**config.mk**
```make
export PLATFORM = sky130hd
export DESIGN_NAME = uart_reg_bridge
export DESIGN_NICKNAME = d
export VERILOG_FILES = /design/src/rtl/uart_reg_bridge.sv
export SDC_FILE = /design/constraint.sdc
export NUM_CORES = 1
export LEC_CHECK = 0
export ABC_AREA = 1
export BUFFER_PORTS_ARGS = -buffer_cell sky130_fd_sc_hd__buf_4
export CAP_MARGIN = 20
export CORE_MARGIN = 5
export CORE_UTILIZATION = 25
export DETAILED_ROUTE_END_ITERATION = 7
export GPL_TIMING_DRIVEN = 1
export SKIP_CTS_REPAIR_TIMING = 1
export SYNTH_ARGS = -nofsm -noshare
export SYNTH_HDL_FRONTEND = slang
export SYNTH_SLANG_ARGS = --single-unit
```
**constraint.sdc**
```tcl
create_clock -name clk -period 2.02 [get_ports clk]
set_clock_uncertainty 0.2 [all_clocks]
set_input_delay 0.101 -clock clk [delete_from_list [all_inputs] [get_ports clk]]
set_output_delay 0.101 -clock clk [all_outputs]
set_load 0.03 [all_outputs]
```
**src/rtl/uart_reg_bridge.sv**
```systemverilog
// UART-side register bridge: parses 'W' addr data / 'R' addr commands from the RX FIFO,
// drives a single-cycle register bus and returns ACK, read data or NAK through the TX FIFO.
module uart_reg_bridge #(
    parameter int unsigned     dbit    = 8,
    parameter int unsigned     timeout = 65535,
    parameter logic [dbit-1:0] CMD_WR  = 8'h57,
    parameter logic [dbit-1:0] CMD_RD  = 8'h52,
    parameter logic [dbit-1:0] ACK     = 8'h06,
    parameter logic [dbit-1:0] NAK     = 8'h15
) (
    input  logic            clk,
    input  logic            rst,
    input  logic            rx_empty,
    input  logic [dbit-1:0] rx_data,
    output logic            rx_rd,
    input  logic            tx_full,
    output logic            tx_wr,
    output logic [dbit-1:0] tx_data,
    output logic [dbit-1:0] reg_addr,
    output logic [dbit-1:0] reg_wdata,
    output logic            reg_we,
    output logic            reg_re,
    input  logic [dbit-1:0] reg_rdata,
    output logic            busy,
    output logic            err_tmo
);

    localparam int unsigned CW = $clog2(timeout);
    localparam logic [CW-1:0] TMO_LAST = CW'(timeout - 1);

    typedef enum logic [2:0] {
        StIdle, StGetAddr, StGetData, StSettle, StBusWr, StBusRd, StRdWait, StSend
    } state_t;

    state_t        state;
    state_t        ret;
    logic          is_wr;
    logic [CW-1:0] tmo_cnt;

    always_ff @(posedge clk) begin
        if (rst) begin
            state     <= StIdle;
            ret       <= StIdle;
            is_wr     <= 1'b0;
            tmo_cnt   <= '0;
            rx_rd     <= 1'b0;
            tx_wr     <= 1'b0;
            tx_data   <= '0;
            reg_addr  <= '0;
            reg_wdata <= '0;
            reg_we    <= 1'b0;
            reg_re    <= 1'b0;
            busy      <= 1'b0;
            err_tmo   <= 1'b0;
        end else begin
            rx_rd   <= 1'b0;
            tx_wr   <= 1'b0;
            reg_we  <= 1'b0;
            reg_re  <= 1'b0;
            err_tmo <= 1'b0;
            unique case (state)
                StIdle: begin
                    tmo_cnt <= '0;
                    if (!rx_empty) begin
                        rx_rd <= 1'b1;
                        busy  <= 1'b1;
                        state <= StSettle;
                        if (rx_data == CMD_WR || rx_data == CMD_RD) begin
                            is_wr <= (rx_data == CMD_WR);
                            ret   <= StGetAddr;
                        end else begin
                            tx_data <= NAK;
                            ret     <= StSend;
                        end
                    end
                end
                StGetAddr, StGetData: begin
                    if (!rx_empty) begin
                        rx_rd   <= 1'b1;
                        tmo_cnt <= '0;
                        state   <= StSettle;
                        if (state == StGetAddr) begin
                            reg_addr <= rx_data;
                            ret      <= is_wr ? StGetData : StBusRd;
                        end else begin
                            reg_wdata <= rx_data;
                            ret       <= StBusWr;
                        end
                    end else if (tmo_cnt == TMO_LAST) begin
                        // Abort the partial command silently apart from the error pulse.
                        err_tmo <= 1'b1;
                        busy    <= 1'b0;
                        tmo_cnt <= '0;
                        state   <= StIdle;
                    end else begin
                        tmo_cnt <= tmo_cnt + 1'b1;
                    end
                end
                StSettle: begin
                    // Strobes are launched here so they are high for exactly the bus state.
                    state  <= ret;
                    reg_we <= (ret == StBusWr);
                    reg_re <= (ret == StBusRd);
                end
                StBusWr: begin
                    tx_data <= ACK;
                    state   <= StSend;
                end
                StBusRd: state <= StRdWait;
                StRdWait: begin
                    tx_data <= reg_rdata;
                    state   <= StSend;
                end
                StSend: begin
                    if (!tx_full) begin
                        tx_wr   <= 1'b1;
                        busy    <= 1'b0;
                        tmo_cnt <= '0;
                        state   <= StIdle;
                    end
                end
                default: state <= StIdle;
            endcase
        end
    end

endmodule

```
== Word-level counts from Yosys, hierarchy flattened ==
Index checks and enable logic that the tools add are counted.
Word-level totals
  register bits: 53
  input bits: 20
  output and inout bits: 30
  word-level logic and storage cells: 85
Operators by class
  add/subtract/negate cells: 1
  equality and inequality tests: 19
  mux-type cells: 26
  bitwise operators: 6
  reduce and logical (&&, ||, !) cells: 20
Operators with widths (number)
  $mux W16: 3
  $pmux W16 S3: 1
  $mux W3: 9
  $pmux W8 S3: 1
  $eq A3 B3 Y1 const B: 6
  $pmux W3 S6: 1
  $reduce_and A3 Y1: 6
  $add A16 B1 Y16 const B: 1
  $eq A16 B16 Y1 const B: 1
  $eq A8 B7 Y1 const B: 2
  $mux W8: 2
  $ne A2 B2 Y1 const B: 6
  $reduce_or A2 Y1: 5
  $mux W1: 7
  $eq A3 B2 Y1 const B: 2
  $not A1 Y1: 6
  $pmux W3 S2: 1
  $reduce_bool A3 Y1: 2
  $reduce_or A3 Y1: 2
  $reduce_and A5 Y1: 1
  $eq A3 B1 Y1 const B: 1
  $logic_not A3 Y1: 1
  $ne A3 B3 Y1 const B: 1
  $pmux W1 S3: 1
  other kinds (3): 3

== Longest topological paths before layout ==
  depth after elaboration: 5
  mapped depth: 10
  gate-level depth less buffers: 9

== Least setup slack after synthesis ==
OpenSTA, ideal clock, no wires.
  path type: flip-flop to flip-flop
  from: reg tmo_cnt[0]
  to: reg tmo_cnt[2]
  arrival time: 1263 ps
  data required time: 1705 ps
  setup slack: 442 ps
  stages on the path, launching flop included: 11
  path buffers: 1
  period minus slack after synthesis: 1578 ps
  cells stage by stage: dfxtp_1 inv_1 ha_1 nand2_1 nor2_1 nand2_1 o21ai_2 nand2_1 nand2_2 buf_6 nor2_1
On the way
  word-level cells in the longest chain between the ends: 4
  elaborated cells on any way between the ends: 5
  those cells by class: 1 x add/sub; 1 x eq/ne; 3 x mux
RTL lines
  from (decl): line 38  | logic [CW-1:0] tmo_cnt;
  from (signal assigned): line 96  | tmo_cnt <= tmo_cnt + 1'b1;
  $add A16 B1 Y16 or $eq A16 B16 Y1 (tied branches): line 96, 89
  $mux W16 *: line 89  | end else if (tmo_cnt == TMO_LAST) begin
  $mux W16 *: line 78  | if (!rx_empty) begin
  $pmux W16 S3 *: line 61  | unique case (state)
Every way passes the cells marked *; elsewhere a longest branch is shown, timed or not.
A chain may end at the register's enable or synchronous reset.

== Worst setup path in the final report ==
  from: reg tmo_cnt[0]
  to: reg tmo_cnt[8]
The elaborated chain is that of the path after synthesis.

==> summary.md <==
| Metric | Value |
|---|---|
| Antenna violations before repair | `0` |
| Final count of pins violating max slew | `0` |
| Share of the yosys chip area belonging to registers | `45.3%` |
| Max Freq | `557 MHz` |
| Reg2Reg Capture Point | `tmo_cnt[8]` |
| Final cell count without fillers | `508` |
| Area of all placed cells without fillers | `3130 sq um` |
| Synthesized flop and latch total | `53` |
| Unrepaired setup endpoints after global routing | `no` |
| Placed instance area | `2840 sq um` |
| Total routed wirelength | `5.66 mm` |
| Number of cell rows | `35` |
| Total of buffers placed on input and output ports | `49` |
| Global-route usage over all layers | `10.1%` |
| Total half-perimeter wirelength after legalization and detailed placement | `4.26 mm` |
| Last weighted congestion value of the routability-driven placer | `0.823` |
| Cell at the root of the clock tree | `sky130_fd_sc_hd__clkbuf_8` |
| Number of remaining DRC errors | `0` |
| Share of the core filled with cells in the final layout | `34.0%` |
| Proportion of power drawn by combinational gates | `37.5%` |
| Average cell area after synthesis | `7.21 sq um` |
| Wire length of the first global-routing pass | `approximately 9.5 mm` |
| Pin count of the biggest net entering global routing | `21` |
| Overflow left after global routing | `0` |
| Maximum fanout along the worst path | `12` |
| Number of cells traversed by the worst hold path | `5` |
| Core region area | `9200 sq um` |
| Antenna diodes | `0` |
| Fin Hold WS | `-0.0427 ns` |
| Floorplan die height | `107 um` |
| Clock slew seen by the registers of the worst setup and hold paths | `0.10 ns` |
| Max Cap Viol | `0` |
| Via/cell ratio | `4.46` |
| Number of global-route vias before repair | `~2100` |
| Final worst-path cycle share | `88.8%` |
| CTS H-Tree Depth | `2` |
| Starting density of the core | `25.5%` |
| Number of vias after detailed routing | `2267` |
| Critical Path Source Type | `flip-flop` |
| Leak | `around 1.3 nW` |
| Worst hold endpoint | `tx_data[4]` |
| Rel. slew slack | `79.7%` |
| Endpoint kind of the worst setup timing path | `flip-flop` |
| Run status | `finished with violations` |
| Chip width | `approximately 110 um` |
| Post-detailed-route wirelength per cell | `11.1 um` |
| Fin nets | `419` |
| # placed instances | `482` |
| Internal power consumption | `slightly below 2 mW` |
| Required @ worst endpoint | `~2 ns` |
| Share of total power consumed by net switching | `38.2%` |
| Yosys warning count | `0` |
| Reg-to-reg critical path startpoint | `tmo_cnt[0]` |
| Sequential power share | `40.7%` |
| Worst setup path category | `flip-flop to flip-flop` |
| Source-to-sink clock delay at the later pin of the worst-skew pair | `0.31 ns` |
| TritonCTS clock tree | `yes` |
| Number of different library cells in the post-synthesis netlist | `30` |
| Num CTS Buffers | `5` |
| Clock share of power | `21.8%` |
| Setup-failing EPs final | `0` |
| Slew at the pin closest to its max-slew limit | `0.302 ns` |
| Layout cell share with drive strength beyond 1 | `20.2%` |
| Data arrival time of the critical path | `1.78 ns` |
| Setup TNS after final layout | `0 ns` |
| Area growth from synthesis to final layout | `33.7%` |
| Prevailing post-synth register cell | `sky130_fd_sc_hd__dfxtp_1` |
| Initial DRC count | `84` |
| Number of buffers on the longest clock path | `2` |
| Tmin final | `approximately 1.8 ns` |
| Filler cell count in the final layout | `983` |
| Number of nets with antenna violations after routing | `0` |
| Register-to-register setup slack | `0.23 ns` |
| Synth Net Count | `347` |
| Worst vdd rail ir drop | `655 uV` |
| FF-to-FF path depth | `9` |
| Min-Delay Startpoint | `reg_rdata[4]` |
| Failing checks | `negative hold slack` |
| Clk sinks | `53` |
| First-pass iteration count of the detailed router | `4` |
| Net switching power | `1.23 mW` |
| Hold Fails Final Rpt | `1` |
| Power per cell area | `just over 1000 nW/um^2` |
| Synth Instances | `325` |
| Number of flops mapped to enable cells by yosys | `0` |
| Hold Path Class | `input pin to flip-flop` |
| Die area | `about 11000 sq um` |
| Cell Area, Synth | `2340 sq um` |
| IO Count | `50` |
| Fraction of synthesis flops using an asynchronous set or reset pin | `0%` |
[per-stage QoR]
stage / power [mW] / setup WS [ns] / hold slack, ns
after floorplan: 2.13 / 0.442 / -0.0197
after global placement: 2.50 / 0.247 / 0.128
after detailed placement: 2.51 / 0.240 / 0.118
after CTS: 3.22 / 0.225 / -0.216
after global routing: 3.44 / 0.0381 / 0.0398
final: 3.21 / 0.226 / -0.0427
[final cells by class]
class                      count  area, sq um  share of cell area [%]
clock buffer                   5         68.8                    2.20
tap                          111          139                    4.44
clock inverter                 2         35.0                    1.12
sequential                    53         1060                    33.9
timing repair buffer          72          588                    18.8
inverter                      34          130                    4.16
multi-input combinational    231         1110                    35.4
[Yosys cell counts, drive strengths merged (3+ instances only)]
library cell | n | area [sq um]
o21ai | 25 | 129
inv | 34 | 130
nand4 | 3 | 18.8
buf | 5 | 35.0
nor2 | 69 | 262
nor3 | 10 | 60.1
dfxtp | 53 | 1060
xor2 | 7 | 61.3
a21oi | 22 | 121
nand2 | 61 | 246
nand3 | 24 | 125
[worst max-delay path by stage]
stage	from	slack (ns)	cells after the start	to
after CTS	tmo_cnt[0]	0.22	9	tmo_cnt[8]
after global routing	state[1]	0.04	6	reg_wdata[1]
after floorplan	tmo_cnt[0]	0.44	10	tmo_cnt[2]
after detailed placement	tmo_cnt[0]	0.24	9	tmo_cnt[2]
final	tmo_cnt[0]	0.23	9	tmo_cnt[8]
after global placement	state[1]	0.25	6	reg_wdata[1]
[layer usage]
layer | routed length, um | track usage, %
met5 | 0 | 0
met4 | 58 | 3.29
met3 | 318 | 2.71
met2 | 2550 | 16.6
met1 | 2730 | 13.0
[layout by cell type (no fill, tap or decap), drive strengths merged]
| cell | Yosys | layout |
|---|---|---|
| nor2 | 69 | 69 |
| nand2 | 61 | 61 |
| dfxtp | 53 | 53 |
| buf | 5 | 53 |
| inv | 34 | 34 |
| o21ai | 25 | 25 |
| nand3 | 24 | 24 |
| a21oi | 22 | 22 |
| dlygate4sd3 | 0 | 19 |
| nor3 | 10 | 10 |
| xor2 | 7 | 7 |
| clkbuf | 2 | 5 |
| nand4 | 3 | 3 |
| xnor2 | 2 | 2 |
| nand3b | 2 | 2 |
| ha | 2 | 2 |
| or2 | 2 | 2 |
| and2 | 1 | 1 |
| a31o | 1 | 1 |
| clkinv | 0 | 1 |
| bufinv | 0 | 1 |
[sequential cells by signal, summed over array words and instances, names as in the netlist]
register / flops
state: 3
reg_we: 1
tx_wr: 1
is_wr: 1
tmo_cnt: 16
busy: 1
rx_rd: 1
tx_data: 8
reg_addr: 8
reg_re: 1
reg_wdata: 8
err_tmo: 1
ret: 3
[power by group through the flow]
stage | Sequential (mW) | Clock, mW | Combinational (mW)
after floorplan | 1.50 | 0 | 0.637
after global placement | 1.32 | 0 | 1.17
after detailed placement | 1.33 | 0 | 1.18
after CTS | 1.31 | 0.731 | 1.18
after global routing | 1.33 | 0.766 | 1.34
final | 1.31 | 0.699 | 1.20
[cell families after synthesis]
logic type / Yosys count / share of synthesized area, %
AOI/OAI and AO/OA: 48 / 11.1
and+or+nand+nor: 172 / 31.8
buffers and inverters: 41 / 7.37
adders and majority gates: 2 / 1.07
DFF: 53 / 45.3
xor gates and xnor gates: 9 / 3.37
[worst max-delay path, cell delays in order, from the launching register on]
cell and delay [ns]:
sky130_fd_sc_hd__dfxtp_1 0.35, sky130_fd_sc_hd__inv_1 0.08, sky130_fd_sc_hd__ha_1 0.14, sky130_fd_sc_hd__nand2_1 0.05, sky130_fd_sc_hd__nor2_1 0.09, sky130_fd_sc_hd__nand2_1 0.10
sky130_fd_sc_hd__o21ai_2 0.25, sky130_fd_sc_hd__nand2_1 0.10, sky130_fd_sc_hd__nand2_2 0.23, sky130_fd_sc_hd__nor2_1 0.08
(Power assumes the default switching activity.)
